**src/rtl/vga_frame_reader.sv**
```systemverilog
// Read side of the ping-pong 1-bit frame buffer: VGA timing, window reads, RGB565 out.
// Latency 3 clks from counter position to vga_rgb/hs/vs/de; no backpressure (free-running pixel clock).
module vga_frame_reader #(
  parameter int H_ACT  = 640,
  parameter int H_FP   = 16,
  parameter int H_SYN  = 96,
  parameter int H_BP   = 48,
  parameter int V_ACT  = 480,
  parameter int V_FP   = 10,
  parameter int V_SYN  = 2,
  parameter int V_BP   = 33,
  parameter int WIN_X0 = 160,
  parameter int WIN_W  = 320,
  parameter int WIN_Y0 = 140,
  parameter int WIN_H  = 200,
  parameter logic [15:0] FG     = 16'hFFFF,
  parameter logic [15:0] BG     = 16'h0000,
  parameter logic [15:0] BORDER = 16'h001F
) (
  input  logic        clk,
  input  logic        rst_n,
  input  logic        wr_end,
  input  logic        ram_q,
  output logic [15:0] rd_addr,
  output logic        rd_en,
  output logic        rd_end,
  output logic        rd_addr_sel,
  output logic        vga_hs,
  output logic        vga_vs,
  output logic        vga_de,
  output logic [15:0] vga_rgb
);

  localparam logic [9:0] H_LAST = 10'(H_ACT + H_FP + H_SYN + H_BP - 1);
  localparam logic [9:0] H_PRE  = 10'(H_ACT + H_FP + H_SYN + H_BP - 2);
  localparam logic [9:0] V_LAST = 10'(V_ACT + V_FP + V_SYN + V_BP - 1);
  localparam logic [9:0] HA     = 10'(H_ACT);
  localparam logic [9:0] VA     = 10'(V_ACT);
  localparam logic [9:0] HS0    = 10'(H_ACT + H_FP);
  localparam logic [9:0] HS1    = 10'(H_ACT + H_FP + H_SYN);
  localparam logic [9:0] VS0    = 10'(V_ACT + V_FP);
  localparam logic [9:0] VS1    = 10'(V_ACT + V_FP + V_SYN);
  localparam logic [9:0] WX0    = 10'(WIN_X0);
  localparam logic [9:0] WX1    = 10'(WIN_X0 + WIN_W);
  localparam logic [9:0] WY0    = 10'(WIN_Y0);
  localparam logic [9:0] WY1    = 10'(WIN_Y0 + WIN_H);

  typedef enum logic {WAIT_FIRST, SHOW} state_t;

  state_t      state;
  logic [9:0]  h_cnt, v_cnt;
  logic [15:0] addr_cnt;
  logic        h_wrap, active, in_win, hs_now, vs_now, fetch;
  logic        de1, hs1, vs1, win1, show1;
  logic        de2, hs2, vs2, win2, show2;

  assign h_wrap = (h_cnt == H_LAST);
  assign active = (h_cnt < HA) && (v_cnt < VA);
  assign in_win = (h_cnt >= WX0) && (h_cnt < WX1) && (v_cnt >= WY0) && (v_cnt < WY1);
  assign hs_now = !((h_cnt >= HS0) && (h_cnt < HS1));
  assign vs_now = !((v_cnt >= VS0) && (v_cnt < VS1));
  assign fetch  = in_win && (state == SHOW);

  always_ff @(posedge clk or negedge rst_n) begin
    if (!rst_n) begin
      h_cnt <= '0;
      v_cnt <= '0;
    end else begin
      h_cnt <= h_wrap ? 10'd0 : h_cnt + 10'd1;
      if (h_wrap)
        v_cnt <= (v_cnt == V_LAST) ? 10'd0 : v_cnt + 10'd1;
    end
  end

  // rd_end is decoded one clk early so it is registered yet coincides with the last position.
  always_ff @(posedge clk or negedge rst_n) begin
    if (!rst_n) begin
      state       <= WAIT_FIRST;
      rd_end      <= 1'b0;
      rd_addr_sel <= 1'b1;
    end else begin
      rd_end <= (h_cnt == H_PRE) && (v_cnt == V_LAST);
      if (rd_end && wr_end) begin
        rd_addr_sel <= ~rd_addr_sel;
        state       <= SHOW;
      end
    end
  end

  always_ff @(posedge clk or negedge rst_n) begin
    if (!rst_n) begin
      rd_en    <= 1'b0;
      rd_addr  <= '0;
      addr_cnt <= '0;
      de1      <= 1'b0;
      hs1      <= 1'b1;
      vs1      <= 1'b1;
      win1     <= 1'b0;
      show1    <= 1'b0;
    end else begin
      rd_en <= fetch;
      if (rd_end) begin
        addr_cnt <= '0;
      end else if (fetch) begin
        rd_addr  <= addr_cnt;
        addr_cnt <= addr_cnt + 16'd1;
      end
      de1   <= active;
      hs1   <= hs_now;
      vs1   <= vs_now;
      win1  <= in_win;
      show1 <= (state == SHOW);
    end
  end

  // Stage 2 waits for ram_q; stage 3 produces the pixel with its aligned sync/de.
  always_ff @(posedge clk or negedge rst_n) begin
    if (!rst_n) begin
      de2     <= 1'b0;
      hs2     <= 1'b1;
      vs2     <= 1'b1;
      win2    <= 1'b0;
      show2   <= 1'b0;
      vga_de  <= 1'b0;
      vga_hs  <= 1'b1;
      vga_vs  <= 1'b1;
      vga_rgb <= '0;
    end else begin
      de2    <= de1;
      hs2    <= hs1;
      vs2    <= vs1;
      win2   <= win1;
      show2  <= show1;
      vga_de <= de2;
      vga_hs <= hs2;
      vga_vs <= vs2;
      if (!de2)
        vga_rgb <= 16'h0000;
      else if (!win2)
        vga_rgb <= BORDER;
      else if (show2 && ram_q)
        vga_rgb <= FG;
      else
        vga_rgb <= BG;
    end
  end

endmodule

```
**config.mk**
```make
export PLATFORM = sky130hd
export DESIGN_NAME = vga_frame_reader
export DESIGN_NICKNAME = d
export VERILOG_FILES = /design/src/rtl/vga_frame_reader.sv
export SDC_FILE = /design/constraint.sdc
export NUM_CORES = 1
export LEC_CHECK = 0
export ABC_CLOCK_PERIOD_IN_PS = 2450
export CAP_MARGIN = 30
export CORE_ASPECT_RATIO = 0.75
export CORE_MARGIN = 5
export CORE_UTILIZATION = 55
export CTS_CLUSTER_SIZE = 16
export DETAILED_ROUTE_END_ITERATION = 8
export PLACE_DENSITY = 0.8
export SLEW_MARGIN = 20
export SYNTH_ARGS = -nofsm -noshare
export SYNTH_HDL_FRONTEND = slang
export SYNTH_SLANG_ARGS = --single-unit
```
**constraint.sdc**
```tcl
create_clock -name clk -period 2.45 [get_ports clk]
set_input_delay 0.6125 -clock clk [delete_from_list [all_inputs] [get_ports clk]]
set_output_delay 0.6125 -clock clk [all_outputs]
set_load 0.05 [all_outputs]
```
-- After elaboration in Yosys (flattened, before gate mapping)
Cells that the tools add are included.
Widths: inputs -> output; s select.
- bits in registers: 85
- input bits: 4
- add/subtract/negate cells: 3
- magnitude comparators: 10
- eq/ne operators: 3
- mux-type cells: 7
- bitwise operators: 2
- reduce and logical (&&, ||, !) cells: 14
- operator list (cell ; count):
    $mux 16 ; 5
    $lt 10x9->1 const B ; 4
    $eq 10x10->1 const B ; 3
    $add 10x1->10 const B ; 2
    $ge 10x8->1 const B ; 2
    $lt 10x10->1 const B ; 2
    $mux 10 ; 2
    $add 16x1->16 const B ; 1
    $ge 10x10->1 const B ; 1
    $ge 10x9->1 const B ; 1
    $logic_and 1x1->1 ; 10
    $logic_not 1->1 ; 2
    $not 1->1 ; 2
    $reduce_and 2->1 ; 1
    $reduce_bool 2->1 ; 1

-- Logic depth before layout (Yosys ltp)
- word-level depth: 7
- depth in mapped cells: 8
- gate-level depth less buffers: 7

-- Least setup slack after synthesis
No wires, ideal clock.
- path type: reg2reg
- start point: register v_cnt[6]
- end point: register rd_addr[0]
- arrival: 1.907 ns
- required time: 2.325 ns
- slack: 0.418 ns
- cell stages (with the launch flop): 7
- buffers on the path: 1
- cell sequence: dfrtp_1 -> or4_1 -> o31a_1 -> nand3_4 -> nor2_4 -> buf_8 -> mux2_4
- longest elaborated chain between the ends: 5
- elaborated cells between the ends (all ways): 6
- ends and longest elaborated chain (what ; line ; RTL):
    from (decl) ; 51 ; logic [9:0] h_cnt, v_cnt;
    from (signal assigned) ; 71 ; v_cnt <= (v_cnt == V_LAST) ? 10'd0 : v_cnt + 10'd1;
    $ge 10x8->1 ; 59 ; assign in_win = (h_cnt >= WX0) && (h_cnt < WX1) && (v_cnt >= WY0) && (v_cnt < WY1);
    $logic_and 1x1->1 ; 59 ;
    $logic_and 1x1->1 (*) ; 59 ;
    $logic_and 1x1->1 (*) ; 62 ; assign fetch = in_win && (state == SHOW);
    $reduce_and 2->1 (no source line) (*) ; n/a ;
    to (signal assigned) ; 105 ; rd_addr <= addr_cnt;
    to (decl) ; 24 ; output logic [15:0] rd_addr,
Every way passes the cells marked *; elsewhere a longest branch is shown, timed or not.
A chain may end at the register's enable or synchronous reset.

==> results.json <==
{
  "setup_violations": 0,
  "r2r_cells": 5,
  "status": "finished, final reports clean",
  "final_cell_mix": "dfrtp_1, clkdlybuf4s50_1, nand2_1",
  "numCtsBuffers": 9,
  "max_cap_violations": 0,
  "synth-seq-cells": 71,
  "use_met3": 0.0695,
  "postCtsSetupBuffers": 0,
  "busiest_layer": "met2",
  "drt-initial-drc-count": 154,
  "fmax_mhz": 431,
  "grt-ovfl-total": 0,
  "cts.sinks": 71,
  "clk_pin_slew_ns": 0.08,
  "cp_max_fo": 11,
  "seq_area_frac_synth": 0.549,
  "async_flop_share": 1.00,
  "min_period_ns": 2.32,
  "finalCritPeriodShare": 0.946,
  "cp_data_arrival_time_ns": 1.71,
  "clk_path_buf_depth": 2,
  "insertion_delay_ns": 0.35,
  "syn-cell-area_mm2": 0.00325,
  "worst_slew_pin_slew_ns": 0.607,
  "post_cts_resized": 0,
  "grt_max_degree": 72,
  "ir_drop_mv": 0.330,
  "syn-num-nets": 302,
  "antenna_found_initial": 0,
  "die_area_mm2": 0.00757,
  "port_buffers": 41,
  "leakage_nw": 1.71,
  "drc": 0,
  "post-route-util": 0.671,
  "slowest_stage": "clkdlybuf4s50_1",
  "slew_violations": 0,
  "grt_pass1_wl_um": 10700,
  "ios": 42,
  "synthCells": 292,
  "worst_setup_path_start_kind": "flop",
  "crit_family": "buffers and inverters",
  "drt_first_pass_iters": 4,
  "rows": 24,
  "start_util": 0.564,
  "cts_tree": "done",
  "crit_buf_inv": 1,
  "crit_chain": "clkdlybuf4s50_1",
  "critPathMaxStageDelay_ns": 0.86,
  "cts-htree-levels": 3,
  "finalClockSkew_ns": 0.0123,
  "final_common_cell": "dfrtp_1",
  "multiInputGateArea_mm2": 0.00127,
  "vias": 2286,
  "n_fill_cell": 451,
  "layout.cells.non_filler": 410,
  "place.gp.congestion": 0.900,
  "drive_above_1_share": 0.157,
  "min-delay-path-class": "in -> async",
  "cp.depth": 1,
  "crit_path_end_kind": "output port",
  "hold_viol": 0,
  "grt_util_all_layers": 0.179,
  "seq_area_mm2": 0.00179,
  "ant_nets": 0,
  "place_inst": 394,
  "slew_headroom": 0.595,
  "syn2layout_area_growth_pct": 19.0,
  "powerDensity_mw_per_mm2": 558,
  "grt_pass1_vias": 2187,
  "synth_edf_count": 0,
  "viasPerCell": 5.58,
  "ys.flop_type": "dfrtp_1",
  "clockRootBuffer": "clkbuf_8",
  "avgSynthCellArea_um2": 11.1,
  "crit_required_ns": 1.84,
  "drt_wl_total_um": 6400,
  "grt_setup_unrepaired": "false",
  "cts_hold_buf": 0,
  "ys_warn_count": 0,
  "dp.final_hpwl_um": 4300,
  "grt_util_met2": 0.264,
  "die_w_um": 98.8,
  "design.final.nets": 337,
  "die_h_um": 76.6,
  "diodes": 0,
  "synth_cell_types": 44,
  "setup_tns_ns": 0,
  "criticalPathCategory": "reg -> out",
  "core_area_mm2": 0.00577,
  "wl_per_cell_um": 15.6,
  "gr-usage-met1": 0.236
}
## synth_stat cells (2+ instances only)
library cell | number | area share
or4_1 | 5 | 0.012
xnor2_1 | 6 | 0.016
mux2_2 | 6 | 0.021
nand2_1 | 24 | 0.028
ha_1 | 6 | 0.023
nor3_1 | 7 | 0.011
o211ai_1 | 2 | 0.0046
nand2b_1 | 3 | 0.0058
clkbuf_1 | 7 | 0.0081
o41ai_1 | 2 | 0.0054
or3_1 | 8 | 0.015
nand3_1 | 11 | 0.017
a21oi_1 | 15 | 0.023
buf_4 | 16 | 0.037
o21ai_0 | 15 | 0.023
o21a_1 | 3 | 0.0069
nand4_1 | 10 | 0.019
and2_1 | 3 | 0.0058
nor2_1 | 17 | 0.020
and3_1 | 6 | 0.012
inv_1 | 9 | 0.010
o31ai_1 | 3 | 0.0069
mux2_4 | 10 | 0.046
dfstp_2 | 7 | 0.057
dfrtp_1 | 64 | 0.49
xor2_1 | 9 | 0.024
## final timing paths
| path | from | end | slack, ns |
|---|---|---|---|
| setup / recovery | vga_rgb[14] | vga_rgb[10] | 0.13 |
| hold / removal | rst_n | h_cnt[1] | 0.25 |
| setup reg to reg | v_cnt[7] | rd_addr[9] | 0.14 |
| hold reg to reg | de1 | de2 | 0.35 |
| max in group asynchronous | rst_n | vga_vs | 1.84 |
| min in group clk | de1 | de2 | 0.35 |
## routing by layer
metal  wire, µm  up-vias
met5          0        -
met2       2950       72
li1           -     1086
met3        470       12
met1       2860     1116
met4        114        0
## area by class of cell
type	instances	share of cell area
clock buffers	10	0.0356
clock inverters	6	0.0175
inverters	9	0.00873
multi-input cells	187	0.327
flip-flops and latches	71	0.462
well taps	78	0.0252
repair buffers	49	0.124
## metrics by stage
step	hold slack (ns)	power (mW)	worst slack (ns)	cell area [µm²]
final	0.254	2.16	0.132	3870
after global routing	0.294	2.25	0.0118	3870
after CTS	0.274	2.18	0.0759	3860
after detailed placement	0.336	1.22	0.212	3660
after global placement	0.332	1.22	0.308	3660
after floorplan	0.317	1.19	0.418	3250
## sequential cells by signal, summed over array words and instances, names as in the netlist, 2 cells and up
register  cells
vga_rgb       2
rd_addr      16
h_cnt        10
v_cnt        10
addr_cnt     16
## cell families (layout without fill, tap and decap cells)
| group | count (synthesis) | in the layout | synth area share |
|---|---|---|---|
| and+or+nand+nor | 103 | 103 | 0.171 |
| DFF | 71 | 71 | 0.549 |
| AOI/OAI and AO/OA | 47 | 47 | 0.0881 |
| buffers and inverters | 34 | 74 | 0.0616 |
| muxes | 16 | 16 | 0.0669 |
| xor gates and xnor gates | 15 | 15 | 0.0404 |
| adders and majority gates | 6 | 6 | 0.0231 |
## power by group
group          internal (mW)  switching [mW]  leakage, nW
clock                  0.501           0.459       0.0989
sequential              1.17               0        0.933
combinational        0.00672          0.0223        0.679
Power figures use the tool's default switching activity.
